==> src/rtl/ldpc_pkg.sv <==
// rtl/ldpc_pkg.sv - shared widths, bit-position tables, FSM states and parity helper for the (12,4) LDPC codec
package ldpc_pkg;

    localparam int MSG_W   = 4;
    localparam int CODE_W  = 12;
    localparam int NUM_PAR = 8;
    localparam int IDX_W   = 3;
    localparam int POS_W   = 4;

    // Code index of the parity bit produced at calc step idx; idx 0 sits in the low nibble.
    // Order of production: c11, c10, c9, c8, c7, c6, c5, c3.
    localparam logic [NUM_PAR*POS_W-1:0] PAR_POS_TBL =
        {4'd3, 4'd5, 4'd6, 4'd7, 4'd8, 4'd9, 4'd10, 4'd11};

    // Code index of message bit m[i]; m0 sits in the low nibble (m3->4, m2->2, m1->1, m0->0).
    // The decoder reads its column-swap positions from this same table.
    localparam logic [MSG_W*POS_W-1:0] INFO_POS_TBL = {4'd4, 4'd2, 4'd1, 4'd0};

    typedef enum logic [1:0] {
        S_IDLE = 2'd0,
        S_CALC = 2'd1,
        S_OUT  = 2'd2,
        S_WAIT = 2'd3
    } enc_state_t;

    function automatic logic [POS_W-1:0] par_pos(input logic [IDX_W-1:0] idx);
        return PAR_POS_TBL[{idx, 2'b00} +: POS_W];
    endfunction

    function automatic logic [POS_W-1:0] info_pos(input logic [1:0] bit_i);
        return INFO_POS_TBL[{bit_i, 2'b00} +: POS_W];
    endfunction

    // One parity term per calc step; the case order follows PAR_POS_TBL.
    function automatic logic parity_bit(input logic [IDX_W-1:0] idx,
                                        input logic [MSG_W-1:0] m);
        logic p;
        case (idx)
            3'd0:    p = m[1] ^ m[2] ^ m[3];   // c11
            3'd1:    p = m[0] ^ m[2];          // c10
            3'd2:    p = m[0];                 // c9
            3'd3:    p = m[1] ^ m[2] ^ m[3];   // c8
            3'd4:    p = m[1] ^ m[2] ^ m[3];   // c7
            3'd5:    p = m[2];                 // c6
            3'd6:    p = m[0] ^ m[1] ^ m[2];   // c5
            default: p = m[0] ^ m[1] ^ m[2];   // c3
        endcase
        return p;
    endfunction

endpackage

==> src/rtl/ldpc_encoder_if.sv <==
// rtl/ldpc_encoder_if.sv - message-in / codeword-out handshake bundle of the LDPC encoder
interface ldpc_encoder_if;
    import ldpc_pkg::*;

    logic [MSG_W-1:0]  msg;
    logic              msg_valid;
    logic              msg_ready;
    logic [CODE_W-1:0] code;
    logic              code_valid;
    logic              code_ready;
    logic              busy;

    modport master (
        output msg, msg_valid, code_ready,
        input  msg_ready, code, code_valid, busy
    );

    modport slave (
        input  msg, msg_valid, code_ready,
        output msg_ready, code, code_valid, busy
    );

endinterface

==> src/rtl/ldpc_encoder.sv <==
// rtl/ldpc_encoder.sv - serial (12,4) LDPC encoder with paced, registered codeword output
module ldpc_encoder
    import ldpc_pkg::*;
#(
    parameter int PACE_CYCLES = 26
) (
    input  logic           clk,
    input  logic           rst_n,
    ldpc_encoder_if.slave  io_bus
);

    localparam logic [7:0]       PACE_LAST = 8'(PACE_CYCLES - 1);
    localparam logic [IDX_W-1:0] IDX_LAST  = IDX_W'(NUM_PAR - 1);

    enc_state_t          r_state;
    enc_state_t          w_state_next;
    logic [MSG_W-1:0]    r_msg_q;
    logic [IDX_W-1:0]    r_idx;
    logic [NUM_PAR-2:0]  r_shadow;
    logic [CODE_W-1:0]   r_code;
    logic                r_code_valid;
    logic [7:0]          r_pace_cnt;

    logic                w_par;
    logic [NUM_PAR-1:0]  w_par_all;
    logic [CODE_W-1:0]   w_code_next;
    logic                w_msg_ready;
    logic                w_busy;

    // The last parity term is used straight from the function on the idx=7 edge,
    // so the shadow only has to hold the first seven (shifted in from the top).
    assign w_par     = parity_bit(r_idx, r_msg_q);
    assign w_par_all = {w_par, r_shadow};

    // Scatter parity terms and message bits into codeword positions via the package tables.
    always_comb begin
        w_code_next = '0;
        for (int i = 0; i < NUM_PAR; i++) begin
            w_code_next[par_pos(IDX_W'(i))] = w_par_all[i];
        end
        for (int i = 0; i < MSG_W; i++) begin
            w_code_next[info_pos(2'(i))] = r_msg_q[i];
        end
    end

    // State register; reset may land at any point, including mid-frame.
    always_ff @(posedge clk or negedge rst_n) begin
        if (!rst_n) begin
            r_state <= S_IDLE;
        end else begin
            r_state <= w_state_next;
        end
    end

    // Next-state and state-decoded outputs.
    always_comb begin
        w_state_next = r_state;
        w_msg_ready  = 1'b0;
        w_busy       = 1'b1;
        case (r_state)
            S_IDLE: begin
                w_msg_ready = 1'b1;
                w_busy      = 1'b0;
                if (io_bus.msg_valid) begin
                    w_state_next = S_CALC;
                end
            end
            S_CALC: begin
                if (r_idx == IDX_LAST) begin
                    w_state_next = S_OUT;
                end
            end
            S_OUT: begin
                if (io_bus.code_ready) begin
                    w_state_next = (r_pace_cnt >= PACE_LAST) ? S_IDLE : S_WAIT;
                end
            end
            S_WAIT: begin
                if (r_pace_cnt == PACE_LAST) begin
                    w_state_next = S_IDLE;
                end
            end
            default: begin
                w_state_next = S_IDLE;
            end
        endcase
    end

    // Datapath: message latch, serial parity shadow, codeword register and pace counter.
    always_ff @(posedge clk or negedge rst_n) begin
        if (!rst_n) begin
            r_msg_q      <= '0;
            r_idx        <= '0;
            r_shadow     <= '0;
            r_code       <= '0;
            r_code_valid <= 1'b0;
            r_pace_cnt   <= '0;
        end else begin
            case (r_state)
                S_IDLE: begin
                    if (io_bus.msg_valid) begin
                        r_msg_q <= io_bus.msg;
                        r_idx   <= '0;
                    end
                end
                S_CALC: begin
                    r_shadow <= {w_par, r_shadow[NUM_PAR-2:1]};
                    r_idx    <= r_idx + 1'b1;
                    if (r_idx == IDX_LAST) begin
                        r_code       <= w_code_next;
                        r_code_valid <= 1'b1;
                        r_pace_cnt   <= '0;
                    end
                end
                S_OUT: begin
                    if (r_pace_cnt != PACE_LAST) begin
                        r_pace_cnt <= r_pace_cnt + 8'd1;
                    end
                    if (io_bus.code_ready) begin
                        r_code_valid <= 1'b0;
                    end
                end
                S_WAIT: begin
                    if (r_pace_cnt != PACE_LAST) begin
                        r_pace_cnt <= r_pace_cnt + 8'd1;
                    end
                end
                default: begin
                    r_code_valid <= 1'b0;
                end
            endcase
        end
    end

    assign io_bus.msg_ready  = w_msg_ready;
    assign io_bus.busy       = w_busy;
    assign io_bus.code       = r_code;
    assign io_bus.code_valid = r_code_valid;

endmodule
==> src/flat_wrapper.sv <==
// flat-port wrapper written by rule: the top's interface ports become plain ports
module ldpc_encoder_flat import ldpc_pkg::*;
#(
    parameter int PACE_CYCLES = 26
)
  (clk, rst_n, io_bus_msg, io_bus_msg_valid, io_bus_code_ready, io_bus_msg_ready, io_bus_code, io_bus_code_valid, io_bus_busy);
  ldpc_encoder_if io_bus_i ();
  input  logic clk;
  input  logic rst_n;
  input wire logic [$bits(io_bus_i.msg)-1:0] io_bus_msg;
  input wire logic [$bits(io_bus_i.msg_valid)-1:0] io_bus_msg_valid;
  input wire logic [$bits(io_bus_i.code_ready)-1:0] io_bus_code_ready;
  output wire logic [$bits(io_bus_i.msg_ready)-1:0] io_bus_msg_ready;
  output wire logic [$bits(io_bus_i.code)-1:0] io_bus_code;
  output wire logic [$bits(io_bus_i.code_valid)-1:0] io_bus_code_valid;
  output wire logic [$bits(io_bus_i.busy)-1:0] io_bus_busy;
  assign io_bus_i.msg = io_bus_msg;
  assign io_bus_i.msg_valid = io_bus_msg_valid;
  assign io_bus_i.code_ready = io_bus_code_ready;
  assign io_bus_msg_ready = io_bus_i.msg_ready;
  assign io_bus_code = io_bus_i.code;
  assign io_bus_code_valid = io_bus_i.code_valid;
  assign io_bus_busy = io_bus_i.busy;
  ldpc_encoder #(.PACE_CYCLES(PACE_CYCLES)) u_core (.clk(clk), .rst_n(rst_n), .io_bus(io_bus_i));
endmodule
==> config.mk <==
export PLATFORM = sky130hd
export DESIGN_NAME = ldpc_encoder_flat
export DESIGN_NICKNAME = d
export VERILOG_FILES = /design/src/rtl/ldpc_pkg.sv /design/src/rtl/ldpc_encoder_if.sv /design/src/rtl/ldpc_encoder.sv /design/src/flat_wrapper.sv
export SDC_FILE = /design/constraint.sdc
export NUM_CORES = 1
export LEC_CHECK = 0
export BUFFER_PORTS_ARGS = -buffer_cell sky130_fd_sc_hd__buf_2
export CORE_ASPECT_RATIO = 1.2
export CORE_MARGIN = 8
export CORE_UTILIZATION = 30
export DETAILED_ROUTE_END_ITERATION = 10
export GPL_TIMING_DRIVEN = 0
export PLACE_DENSITY = 0.59
export SYNTH_ARGS = -nofsm -noshare
export SYNTH_HDL_FRONTEND = slang
export SYNTH_SLANG_ARGS = --single-unit
==> constraint.sdc <==
create_clock -name clk -period 1.43 [get_ports clk]
set_input_delay 0.143 -clock clk [delete_from_list [all_inputs] [get_ports clk]]
set_output_delay 0.143 -clock clk [all_outputs]
set_load 0.1 [all_outputs]
==> impl_metrics.ini <==
[route]
routed_wl_um = 3990
drc = 0
via_per_inst = 4.56
final_antenna_net_count = 0
avgRoutedWirePerCell_um = 12.6
vias = 1444
first_pass_iters = 4
drt_iter0_markers = 82

[logic_synthesis]
synth_area_um2 = 1830
ys_warn_count = 0
syn_nets = 208
synthArstFlopShare = 1.00
ys_seq_area_frac = 0.506
synth_enable_flop_cells = 0
synth-seq-cells = 37
syn_inst = 192
syn_avg_cell_area_um2 = 9.53
synth_cell_type_count = 39
ys.flop_type = dfrtp_1

[finish]
area.growth.synth_to_final_pct = 37.5
drive_gt1_frac = 0.391
antenna_cells = 0
n_fill_cell = 622
fin_nets = 250
final_cells = 317

[grt]
grt_use_total = 0.0924
overflow = 0
grt_pass1_vias = 1464
grt_pass1_wl_um = 6510
antenna_found_initial = 0
grt_max_degree = 38

[worst_setup_path]
end_kind = flip-flop
slowest_delay_ps = 470
arrival_ps = 1670
critPathKind = flip-flop to flip-flop
slowest_stage = dfrtp_2
cp_max_fo = 4
path_cells = inv_2 -> ha_2 -> nor3b_2 -> or2_1 -> nor4_2 -> a211oi_2
required_ps = 1600
startpoint_type = flip-flop

[worst_hold_path]
hp-class = input port to flip-flop

[floorplan]
rows = 31
die_w_um = 87.3
core_area_um2 = 5970
die-area_um2 = 8870
die_h_um = 102
io_pins = 23
initial_utilization = 0.306

[clock_tree]
insertion_delay_ps = 290
root_buffer = clkbuf_8
cts.clk_slew.worst_paths_ps = 80
clockBufferDepth = 2
htree_levels = 2
cts_tree = done
clock_sinks = 37
numCtsBuffers = 5

[sta]
rsz0062_at_grt = yes
fin_skew_ps = 6.64
worst_pin_slew_ps = 847
period_share = 1.05
hold_violations = 0
fin_crit_ps = 1500
slew_viol_final = 0
fmax_mhz = 667
slew_headroom = 0.435
fin_ws_ps = -68.3
setup_violations = 12

[placement]
place.gp.congestion = 0.777
post-place-cells = 296
io_buffer_count = 22
place_hpwl_um = 2670

[run_status]
violations = negative setup slack
outcome = finished, violations left

[job]
timing.max_cap.violations = 0
[metal layers]
| metal | routed length (µm) | GRT usage | vias up |
|---|---|---|---|
| li1 | - | - | 721 |
| met3 | 116 | 0.0219 | 5 |
| met1 | 1670 | 0.103 | 701 |
| met4 | 67 | 0.0398 | 0 |
| met2 | 2140 | 0.162 | 17 |
| met5 | 0 | 0 | - |
[what timing repair did]
action / CTS / global route
hold buffers: 1 / 0
pin swaps: 16 / 4
endpoints found under the setup margin: 22 / 26
buffers inserted: 8 / 3
hold endpoints to repair: 37 / 0
gates cloned: 0 / 2
resized for setup: 31 / 29
[sequential cells by signal, indices dropped and copies added (netlist names)]
signal / flops
u_core.r_state: 2
u_core.io_bus.code_valid: 1
u_core.r_idx: 3
u_core.r_shadow: 7
u_core.io_bus.code: 12
u_core.r_pace_cnt: 8
u_core.r_msg_q: 4
[cell usage after synthesis, drive strengths merged (4+ instances only)]
library cell / instances / area share
a21oi: 4 / 0.015
buf: 6 / 0.018
dfrtp: 37 / 0.51
ha: 8 / 0.055
inv: 11 / 0.023
mux2: 5 / 0.031
nand2: 58 / 0.12
nor2: 11 / 0.024
nor3: 4 / 0.014
nor4: 4 / 0.017
o21ai: 8 / 0.022
xnor2: 5 / 0.024
[metrics by stage]
step	setup TNS (ps)	setup slack, ps	instance area (µm²)	hold slack (ps)	util
after detailed placement	-1820	-152	2090	298	0.349
after global routing	-1340	-135	2520	79.1	0.421
after global placement	-1540	-127	2090	304	0.349
after floorplan	-1980	-498	1870	-153	-
final	-338	-68.3	2520	73.2	0.421
after CTS	-370	-42.0	2360	66.6	0.395
[logic make-up (layout without fill, tap and decap cells)]
family | count (synthesis) | in the layout | share of synthesized area
and+or+nand+nor | 91 | 92 | 0.224
DFF | 37 | 37 | 0.506
AOI/OAI and AO/OA | 27 | 27 | 0.103
buffers and inverters | 17 | 59 | 0.0403
adders and majority gates | 8 | 8 | 0.0547
xor gates and xnor gates | 6 | 6 | 0.0362
muxes | 6 | 6 | 0.0362
[worst paths after layout]
| path | startpoint | endpoint | slack [ps] | cells past startpoint |
|---|---|---|---|---|
| max reg2reg | u_core.r_idx[1] | u_core.r_shadow[6] | -70 | 6 |
| max in group asynchronous | rst_n | u_core.r_idx[1] | 360 | 2 |
| min reg2reg | u_core.io_bus.code[7] | u_core.io_bus.code[7] | 470 | 2 |
| min in group asynchronous | rst_n | u_core.r_pace_cnt[1] | 490 | 2 |
| min | io_bus_msg[0] | u_core.r_msg_q[0] | 70 | 2 |
| max | u_core.r_idx[1] | u_core.r_shadow[6] | -70 | 6 |
[placed cells by master, fill, tap and decap left out, types with 2 or more instances in the layout]
cell type / Yosys / routed
nand2_1: 57 / 57
dfrtp_1: 37 / 34
buf_2: 5 / 20
buf_4: 1 / 12
nor2_1: 10 / 8
inv_1: 10 / 6
ha_4: 0 / 6
xnor2_1: 5 / 5
clkbuf_8: 0 / 5
inv_2: 1 / 4
buf_6: 0 / 4
o21ai_0: 7 / 4
mux2_2: 4 / 3
a31oi_1: 3 / 3
nor4_2: 1 / 3
a22o_1: 3 / 3
dfrtp_2: 0 / 3
nor2_4: 0 / 2
nor3b_2: 0 / 2
o21ai_2: 0 / 2
or3_1: 2 / 2
nand2b_1: 2 / 2
and2_4: 0 / 2
o21ai_1: 1 / 2
a21oi_2: 2 / 2
nand3_1: 3 / 2
nor3_2: 1 / 2
a211oi_2: 0 / 2
a21o_1: 2 / 2
ha_2: 0 / 2
clkinv_2: 0 / 2
[final cells by class]
class,count,area [µm²],area share
Clock buffer,5,68.8,0.0273
Timing Repair Buffer,35,253,0.100
Clock inverter,3,17.5,0.00696
Sequential cell,37,930,0.369
Tap cell,82,103,0.0408
Multi-Input combinational cell,139,1040,0.415
Buffer,5,52.6,0.0209
Inverter,11,48.8,0.0194
[critical path: cells and delay by family (launching register included)]
kind,cells,cell delay [ps]
buf+inv,1,100
flops,1,470
compound gates,1,50
simple gates,3,550
fa+ha+maj,1,200
Power is left out: the tool's default activity adds up to more than one toggle a clock period on the data nets, which glitch-free logic cannot reach.
